==> config.mk <==
export PLATFORM = sky130hd
export DESIGN_NAME = bin_bcd_dabble
export DESIGN_NICKNAME = d
export VERILOG_FILES = /design/src/rtl/bcd_pkg.sv /design/src/rtl/bcd_add3.sv /design/src/rtl/bin_bcd_dabble.sv
export SDC_FILE = /design/constraint.sdc
export NUM_CORES = 1
export LEC_CHECK = 0
export BUFFER_PORTS_ARGS = -buffer_cell sky130_fd_sc_hd__clkbuf_2
export CAP_MARGIN = 20
export CORE_UTILIZATION = 50
export DETAILED_ROUTE_END_ITERATION = 7
export GPL_ROUTABILITY_DRIVEN = 0
export PLACE_DENSITY = 0.75
export SLEW_MARGIN = 5
export SYNTH_ARGS = -nofsm -noshare
export SYNTH_HDL_FRONTEND = slang
export SYNTH_SLANG_ARGS = --single-unit
==> constraint.sdc <==
create_clock -name clk -period 1.49 [get_ports clk]
set_input_delay 0 -clock clk [delete_from_list [all_inputs] [get_ports clk]]
set_output_delay 0 -clock clk [all_outputs]
set_load 0.02 [all_outputs]
==> src/rtl/bcd_pkg.sv <==
// Shared digit codes, FSM states and digit type for the sign-magnitude to BCD converter.
package bcd_pkg;

  typedef logic [3:0] digit_t;

  typedef enum logic [1:0] {
    IDLE  = 2'd0,
    SHIFT = 2'd1,
    DONE  = 2'd2
  } state_t;

  localparam digit_t DIG_MINUS = 4'hA;
  localparam digit_t DIG_BLANK = 4'hF;

endpackage

==> src/rtl/bcd_add3.sv <==
// Double-dabble correction for one BCD nibble: add 3 when the digit is 5 or more.
module bcd_add3
  import bcd_pkg::*;
(
  input  digit_t dig_i,
  output digit_t dig_o
);

  assign dig_o = (dig_i >= 4'd5) ? dig_i + 4'd3 : dig_i;

endmodule

==> src/rtl/bin_bcd_dabble.sv <==
// Sign-magnitude to sign+3-digit BCD; result valid MAG_W+1 edges after accept, held until out_ready.
// Build option BCD_LEADING_ZERO_BLANK_EN blanks leading zero hundreds/tens digits.
module bin_bcd_dabble
  import bcd_pkg::*;
#(
  parameter int MAG_W  = 8,
  parameter int DIGITS = 4
) (
  input  logic                   clk,
  input  logic                   rst,
  input  logic [MAG_W:0]         bin_v,
  input  logic                   in_valid,
  output logic                   in_ready,
  output logic [DIGITS-1:0][3:0] data,
  output logic                   out_valid,
  input  logic                   out_ready,
  output logic                   busy
);

  localparam int CNT_W = $clog2(MAG_W + 1);
  localparam int BCD_W = (DIGITS - 1) * 4;

  if (MAG_W > 9 || DIGITS != 4) begin : g_bad_cfg
    $error("bin_bcd_dabble: MAG_W must be <= 9 and DIGITS must be 4");
  end

  state_t                 state_q, state_d;
  logic [CNT_W-1:0]       cnt_q, cnt_d;
  logic [MAG_W-1:0]       mag_q, mag_d;
  logic [BCD_W-1:0]       bcd_q, bcd_d, bcd_adj;
  logic                   neg_q, neg_d;
  logic [DIGITS-1:0][3:0] data_q, data_d, result;

  for (genvar g = 0; g < DIGITS - 1; g++) begin : g_add3
    bcd_add3 u_add3 (
      .dig_i(bcd_q[g*4 +: 4]),
      .dig_o(bcd_adj[g*4 +: 4])
    );
  end

  always_comb begin
    result    = '0;
    result[3] = neg_q ? DIG_MINUS : DIG_BLANK;
    result[2] = bcd_q[11:8];
    result[1] = bcd_q[7:4];
    result[0] = bcd_q[3:0];
`ifdef BCD_LEADING_ZERO_BLANK_EN
    if (bcd_q[11:8] == 4'd0) result[2] = DIG_BLANK;
    if (bcd_q[11:4] == 8'd0) result[1] = DIG_BLANK;
`endif
  end

  always_comb begin
    state_d = state_q;
    cnt_d   = cnt_q;
    mag_d   = mag_q;
    bcd_d   = bcd_q;
    neg_d   = neg_q;
    data_d  = data_q;
    case (state_q)
      IDLE: begin
        if (in_valid) begin
          mag_d   = bin_v[MAG_W-1:0];
          // negative zero is shown as plain zero
          neg_d   = bin_v[MAG_W] && (bin_v[MAG_W-1:0] != '0);
          bcd_d   = '0;
          cnt_d   = '0;
          state_d = SHIFT;
        end
      end
      SHIFT: begin
        if (cnt_q == CNT_W'(MAG_W)) begin
          data_d  = result;
          cnt_d   = '0;
          state_d = DONE;
        end else begin
          {bcd_d, mag_d} = {bcd_adj[BCD_W-2:0], mag_q, 1'b0};
          cnt_d          = cnt_q + 1'b1;
        end
      end
      DONE: begin
        if (out_ready) state_d = IDLE;
      end
      default: state_d = IDLE;
    endcase
  end

  always_ff @(posedge clk) begin
    if (rst) begin
      state_q <= IDLE;
      cnt_q   <= '0;
      mag_q   <= '0;
      bcd_q   <= '0;
      neg_q   <= 1'b0;
      data_q  <= {DIG_BLANK, {BCD_W{1'b0}}};
    end else begin
      state_q <= state_d;
      cnt_q   <= cnt_d;
      mag_q   <= mag_d;
      bcd_q   <= bcd_d;
      neg_q   <= neg_d;
      data_q  <= data_d;
    end
  end

  assign in_ready  = (state_q == IDLE);
  assign busy      = (state_q == SHIFT);
  assign out_valid = (state_q == DONE);
  assign data      = data_q;

endmodule
==> results of run 1 <==
## worst max path at each step
stage	from	slack [ns]	end	cells after the start
floorplan	cnt_q[0]$_SDFFE_PP0P_	0.002	bcd_q[5]$_SDFFE_PP0P_	6
global placement	bcd_q[5]$_SDFFE_PP0P_	0.004	bcd_q[5]$_SDFFE_PP0P_	6
detailed placement	bcd_q[5]$_SDFFE_PP0P_	-0.07	bcd_q[5]$_SDFFE_PP0P_	6
CTS	cnt_q[0]$_SDFFE_PP0P_	-0.002	bcd_q[5]$_SDFFE_PP0P_	5
global route	cnt_q[1]$_SDFFE_PP0P_	-0.09	mag_q[1]$_SDFFE_PP0P_	7
finish	cnt_q[1]$_SDFFE_PP0P_	-0.06	mag_q[1]$_SDFFE_PP0P_	7
## cell usage in the layout (no fill, tap or decap), types with 3 or more instances in the layout
cell type,Yosys,final
buf_4,4,34
dfxtp_1,40,33
or4_1,3,3
inv_2,0,4
dfxtp_2,0,7
buf_6,2,5
nor3_1,3,3
nand2b_1,7,4
inv_1,9,5
a311oi_1,7,3
nand3_1,14,14
a311oi_2,0,4
nor3b_1,3,3
nand2b_4,0,3
ha_1,8,3
nand2_1,49,48
o21ai_0,6,4
mux2_2,3,3
nor2_1,18,16
dlygate4sd3_1,0,8
clkbuf_2,0,29
a21oi_1,19,18
clkbuf_8,0,6
a31oi_1,4,4
nand4b_1,4,4
ha_2,0,3
## timing repair
| action | CTS | global route |
|---|---|---|
| hold buffers | 8 | 0 |
| pin swaps | 5 | 13 |
| gates resized for setup | 9 | 35 |
| buffers inserted | 6 | 4 |
| hold endpoints to repair | 8 | 0 |
| endpoints found under the setup margin | 29 | 37 |
## metrics by stage
| stage | cell area [µm²] | std cells |
|---|---|---|
| 5_1_grt | 2650 | 354 |
| 3_3_place_gp | 2250 | 328 |
| 2_1_floorplan | 1930 | 238 |
| 3_5_place_dp | 2250 | 328 |
| 6_report | 2650 | 354 |
| 4_1_cts | 2490 | 350 |
## power breakdown
part	internal (µW)	switching, µW	total, µW
Combinational	127	148	275
Clock	378	375	753
Sequential	1100	18.7	1110
Total	1600	542	2140
## flip-flops by register name, indices dropped and copies added (netlist names)
name,cells
data,13
bcd_q,12
mag_q,8
cnt_q,4
state_q,2
neg_q,1
## critical path, cell delays in order, from the launching register on
cell	delay, ns
dfxtp_2	0.34
inv_2	0.05
ha_4	0.15
and3b_2	0.26
a21oi_4	0.17
buf_6	0.14
nor2_1	0.04
a311oi_1	0.29
## cells by family (layout without fill, tap and decap cells)
| kind of cell | Yosys count | count (layout) | synth area share |
|---|---|---|---|
| multiplexers | 3 | 3 | 0.0176 |
| AO/OA/AOI/OAI | 50 | 50 | 0.170 |
| buffers and inverters | 25 | 93 | 0.0672 |
| adder cells (fa/ha/maj) | 8 | 8 | 0.0522 |
| other | 1 | 2 | 0.00196 |
| AND/OR/NAND/NOR | 110 | 110 | 0.273 |
| flip-flops | 40 | 40 | 0.418 |
## layout make-up
cell class	count	share of cell area
multi-input cells	173	0.423
flip-flops and latches	40	0.305
repair buffers	76	0.202
clock buffers	8	0.0340
well taps	48	0.0226
inverters	9	0.0127
## synth_stat cells, drive strengths merged (2+ instances only)
cell	n	area share
dfxtp	40	0.42
inv	9	0.018
nor3b	3	0.012
o221ai	2	0.0091
nor2	18	0.035
nand4b	4	0.018
a21o	3	0.012
nor3	3	0.0078
mux2	3	0.018
or3	2	0.0065
nand2b	7	0.023
nor4	2	0.0065
clkbuf	6	0.012
o21ai	7	0.018
a22oi	2	0.0078
a21oi	20	0.058
a311oi	7	0.032
buf	10	0.038
nand2	49	0.096
nand3b	2	0.0078
a31oi	4	0.013
or4	3	0.012
ha	8	0.052
nand3	14	0.037
## per-layer routing
metal,up-vias,share of wire,track usage
met4,0,0.016,0.0881
li1,961,-,-
met3,8,0.041,0.0554
met5,-,0,0
met1,911,0.42,0.278
met2,56,0.52,0.468
==> out/metrics.cfg, run 1 <==
[grt]
grt_max_degree=22
grt_pass1_vias=1829
track_usage=0.252
grt_pass1_wl_um=8000
antenna_found_initial=0
overflow=0

[cells_and_area]
syn2layout_area_growth_pct=38.4
drive_gt1_frac=0.366
antennaDiodeCount=0
utilization=0.725
nets=326
num-fill-cells=262
multi_input_area_mm2=0.00112
regArea_um2=810

[outcome]
violations=negative setup slack
status=complete, but fails checks

[sta]
skew_ns=0.00781
finalWorstSetupSlack_ns=-0.0576
slew_viol_final=0
min_period_over_period=1.04
setup_violations=5
min_period_ns=1.55
timing.fmax_mhz=646
finalHoldViolCount=0
fin_hold_ws_ns=0.00568
rsz0062_at_grt=yes
tns_ns=-0.100

[drt]
drc=0
drtIter0Drc=96
postRouteAntennaNets=0
viasPerCell=5.47
via_count=1936
wl_per_cell_um=14.1
firstDrtPassIters=6
routed_wirelength_um=4980

[logic_synthesis]
syn_area_mm2=0.00192
ys_ff_latch=40
synth_warnings=0
synth_edf_count=0
avgSynthCellArea_um2=8.09
ys_seq_area_frac=0.418
synthArstFlopShare=0
syn_inst=237
synth_ff_type=dfxtp_1
synth_cell_types=37

[clocking]
clock_sinks=40
insertion_delay_ns=0.30
cts_tree=built
ctsHtreeMaxLevel=2
cts_buffers=5
path_clk_slew_ns=0.07
cts_buffer_depth=2
cts_root_buffer=clkbuf_8

[worst_setup_path]
start_kind=register
r2r_cells=7
cp_max_fo=8
cp-end-kind=register
rr_endpoint=mag_q[1]$_SDFFE_PP0P_
cp_data_required_time_ns=1.68
criticalPathCategory=register to register
rr_startpoint=cnt_q[1]$_SDFFE_PP0P_
reg2reg_slack_ns=-0.06
arrival_ns=1.74

[min_path]
min_path_type=primary input to register
worstHoldStart=bin_v[0]
hold_end=mag_q[0]$_SDFFE_PP0P_
hold_depth=3

[floorplanning]
core-area_mm2=0.00366
io_pins=32
core.rowCount=22
die_h_um=63.9
die_w_um=63.9
initial_core_util=0.524
dieArea_mm2=0.00409

[power_and_ir_drop]
powerDensity_mw_per_mm2=808
finalPower_uw=2140
total_leakage_power_uw=0.00107
ir_drop_uv=434

[placement]
io_buffers=29
dp_slack_ns=-0.0715
dp_hpwl_um=3180

[flow_run]
max-cap-violations=0

Note: power is estimated with default switching activity, not from simulation.
==> inputs of run 2 (changes only) <==
--- a/config.mk
+++ b/config.mk
@@ -11,6 +11,7 @@
 export DETAILED_ROUTE_END_ITERATION = 7
 export GPL_ROUTABILITY_DRIVEN = 0
 export PLACE_DENSITY = 0.75
+export REMOVE_ABC_BUFFERS = 1
 export SLEW_MARGIN = 5
 export SYNTH_ARGS = -nofsm -noshare
 export SYNTH_HDL_FRONTEND = slang
==> out/metrics.cfg, run 2 (synthesized netlist as in run 1, its figures left out) <==
[sta]
rsz0062_at_grt=yes
setup_violations=2  ; -3
timing.fmax_mhz=668  ; +3.4%
finalWorstSetupSlack_ns=-0.00663  ; +0.0510 ns
skew_ns=0.00686  ; -0.000949 ns
slew_viol_final=0  ; unchanged
finalHoldViolCount=0  ; unchanged
min_period_over_period=1.00  ; -0.0342
fin_hold_ws_ns=0.0380  ; +0.0324 ns
min_period_ns=1.50  ; -0.0510 ns

[grt]
grt_pass1_vias=1702  ; -6.9%
antenna_found_initial=0  ; unchanged
track_usage=0.236  ; -0.0167
grt_max_degree=24  ; +9.1%
grt_pass1_wl_um=7400  ; -7.4%
overflow=0  ; unchanged

[clocking]
cts_tree=built
ctsHtreeMaxLevel=2  ; unchanged
insertion_delay_ns=0.30  ; about the same
clock_sinks=40  ; unchanged
cts_buffer_depth=2  ; unchanged
path_clk_slew_ns=0.07  ; about the same
cts_buffers=5  ; unchanged
cts_root_buffer=clkbuf_8

[cells_and_area]
antennaDiodeCount=0  ; unchanged
final_common_cell=nand2_1
syn2layout_area_growth_pct=35.2
nets=318  ; -2.5%
utilization=0.708  ; -0.0167
layout_common_cells=47 x nand2_1, 35 x dfxtp_1, 29 x clkbuf_2
largest_reg_flops=13  ; unchanged
drive_gt1_frac=0.339  ; -0.0271

[placement]
io_buffers=29  ; unchanged
dp_slack_ns=-0.167  ; -0.0953 ns
dp_hpwl_um=2980  ; -6.3%

[floorplanning]
initial_core_util=0.524  ; unchanged
die_w_um=63.9  ; unchanged
die_h_um=63.9  ; unchanged
io_pins=32  ; unchanged
core-area_mm2=0.00366  ; unchanged
dieArea_mm2=0.00409  ; unchanged
core.rowCount=22  ; unchanged

[drt]
postRouteAntennaNets=0  ; unchanged
via_count=1871  ; -3.4%
firstDrtPassIters=4  ; -2
drtIter0Drc=94  ; -2.1%
wl_per_cell_um=13.2  ; -6.1%
drc=0  ; unchanged
routed_wirelength_um=4570  ; -8.3%
viasPerCell=5.41  ; -1.1%

[power_and_ir_drop]
finalPower_uw=2260  ; +5.5%
ir_drop_uv=832  ; +92%
total_leakage_power_uw=0.00102  ; -4.1%
powerDensity_mw_per_mm2=872  ; +8.0%

[outcome]
status=complete, but fails checks
violations=negative setup slack

[flow_run]
max-cap-violations=0  ; unchanged

[worst_setup_path]
critPathMaxStageDelay_ns=0.33  ; about the same
cp_data_required_time_ns=1.68  ; about the same
critPathSlowestCell=dfxtp_2
cp-end-kind=register
criticalPathCategory=register to register
crit_chain=inv_2 -> ha_4 -> and3b_2 -> a21o_2 -> a22oi_1 -> nor2_1
arrival_ns=1.68  ; -0.06 ns
start_kind=register
cp_max_fo=8  ; unchanged

[min_path]
min_path_type=primary input to register

==> run 2: what timing repair did <==
action,CTS,global route
buffers inserted,3,3
endpoints found under the hold margin,10,0
resized for setup,12,29
hold buffers,10,0
pin swaps,6,11
setup endpoints to repair,37,28
==> run 2: path summary, 6_finish.rpt <==
path	slack [ns]	depth (start not counted)	end	from
max	-0.007	6	bcd_q[0]$_SDFFE_PP0P_	cnt_q[0]$_SDFFE_PP0P_
min	0.04	3	neg_q$_SDFFE_PP0P_	in_valid
max reg2reg	-0.007	6	bcd_q[0]$_SDFFE_PP0P_	cnt_q[0]$_SDFFE_PP0P_
min reg2reg	0.45	2	data[6]$_SDFFE_PP0P_	data[6]$_SDFFE_PP0P_
==> run 2: layout make-up <==
class	instances	area, µm²
Tap cell	48	60.1
Sequential cell	40	807
Fill cell	282	1070
Inverter	9	33.8
Clock inverter	2	35.0
Timing Repair Buffer	68	485
Clock buffer	6	72.6
Multi-Input combinational cell	173	1100
==> run 2: critical path: cells and delay by family, from the launching register on <==
family	cells	cell delay (ns)
AOI/OAI and AO/OA	2	0.52
adders and majority gates	1	0.15
and+or+nand+nor	2	0.34
buffers and inverters	1	0.05
DFF	1	0.33
==> run 2: metrics by stage <==
step,TNS [ns],cells,area (µm²)
global placement,-0.327,322,2200
detailed placement,-1.81,322,2200
CTS,0,343,2470
global route,-0.592,346,2590
floorplan,-4.38,222,1830
finish,-0.0103,346,2590
==> run 2: power by group <==
group / switching, µW / internal [µW] / leakage, µW / total, µW
sequential: 20.9 / 1100 / 0.000327 / 1120
combinational: 145 / 122 / 0.000641 / 266
clock: 380 / 497 / 0.0000552 / 877
total: 545 / 1710 / 0.00102 / 2260
==> run 2: routing by layer <==
metal	GRT usage	wire (µm)
met1	0.275	2080
met3	0.0607	132
met5	0	0
met4	0.0767	61
met2	0.415	2290
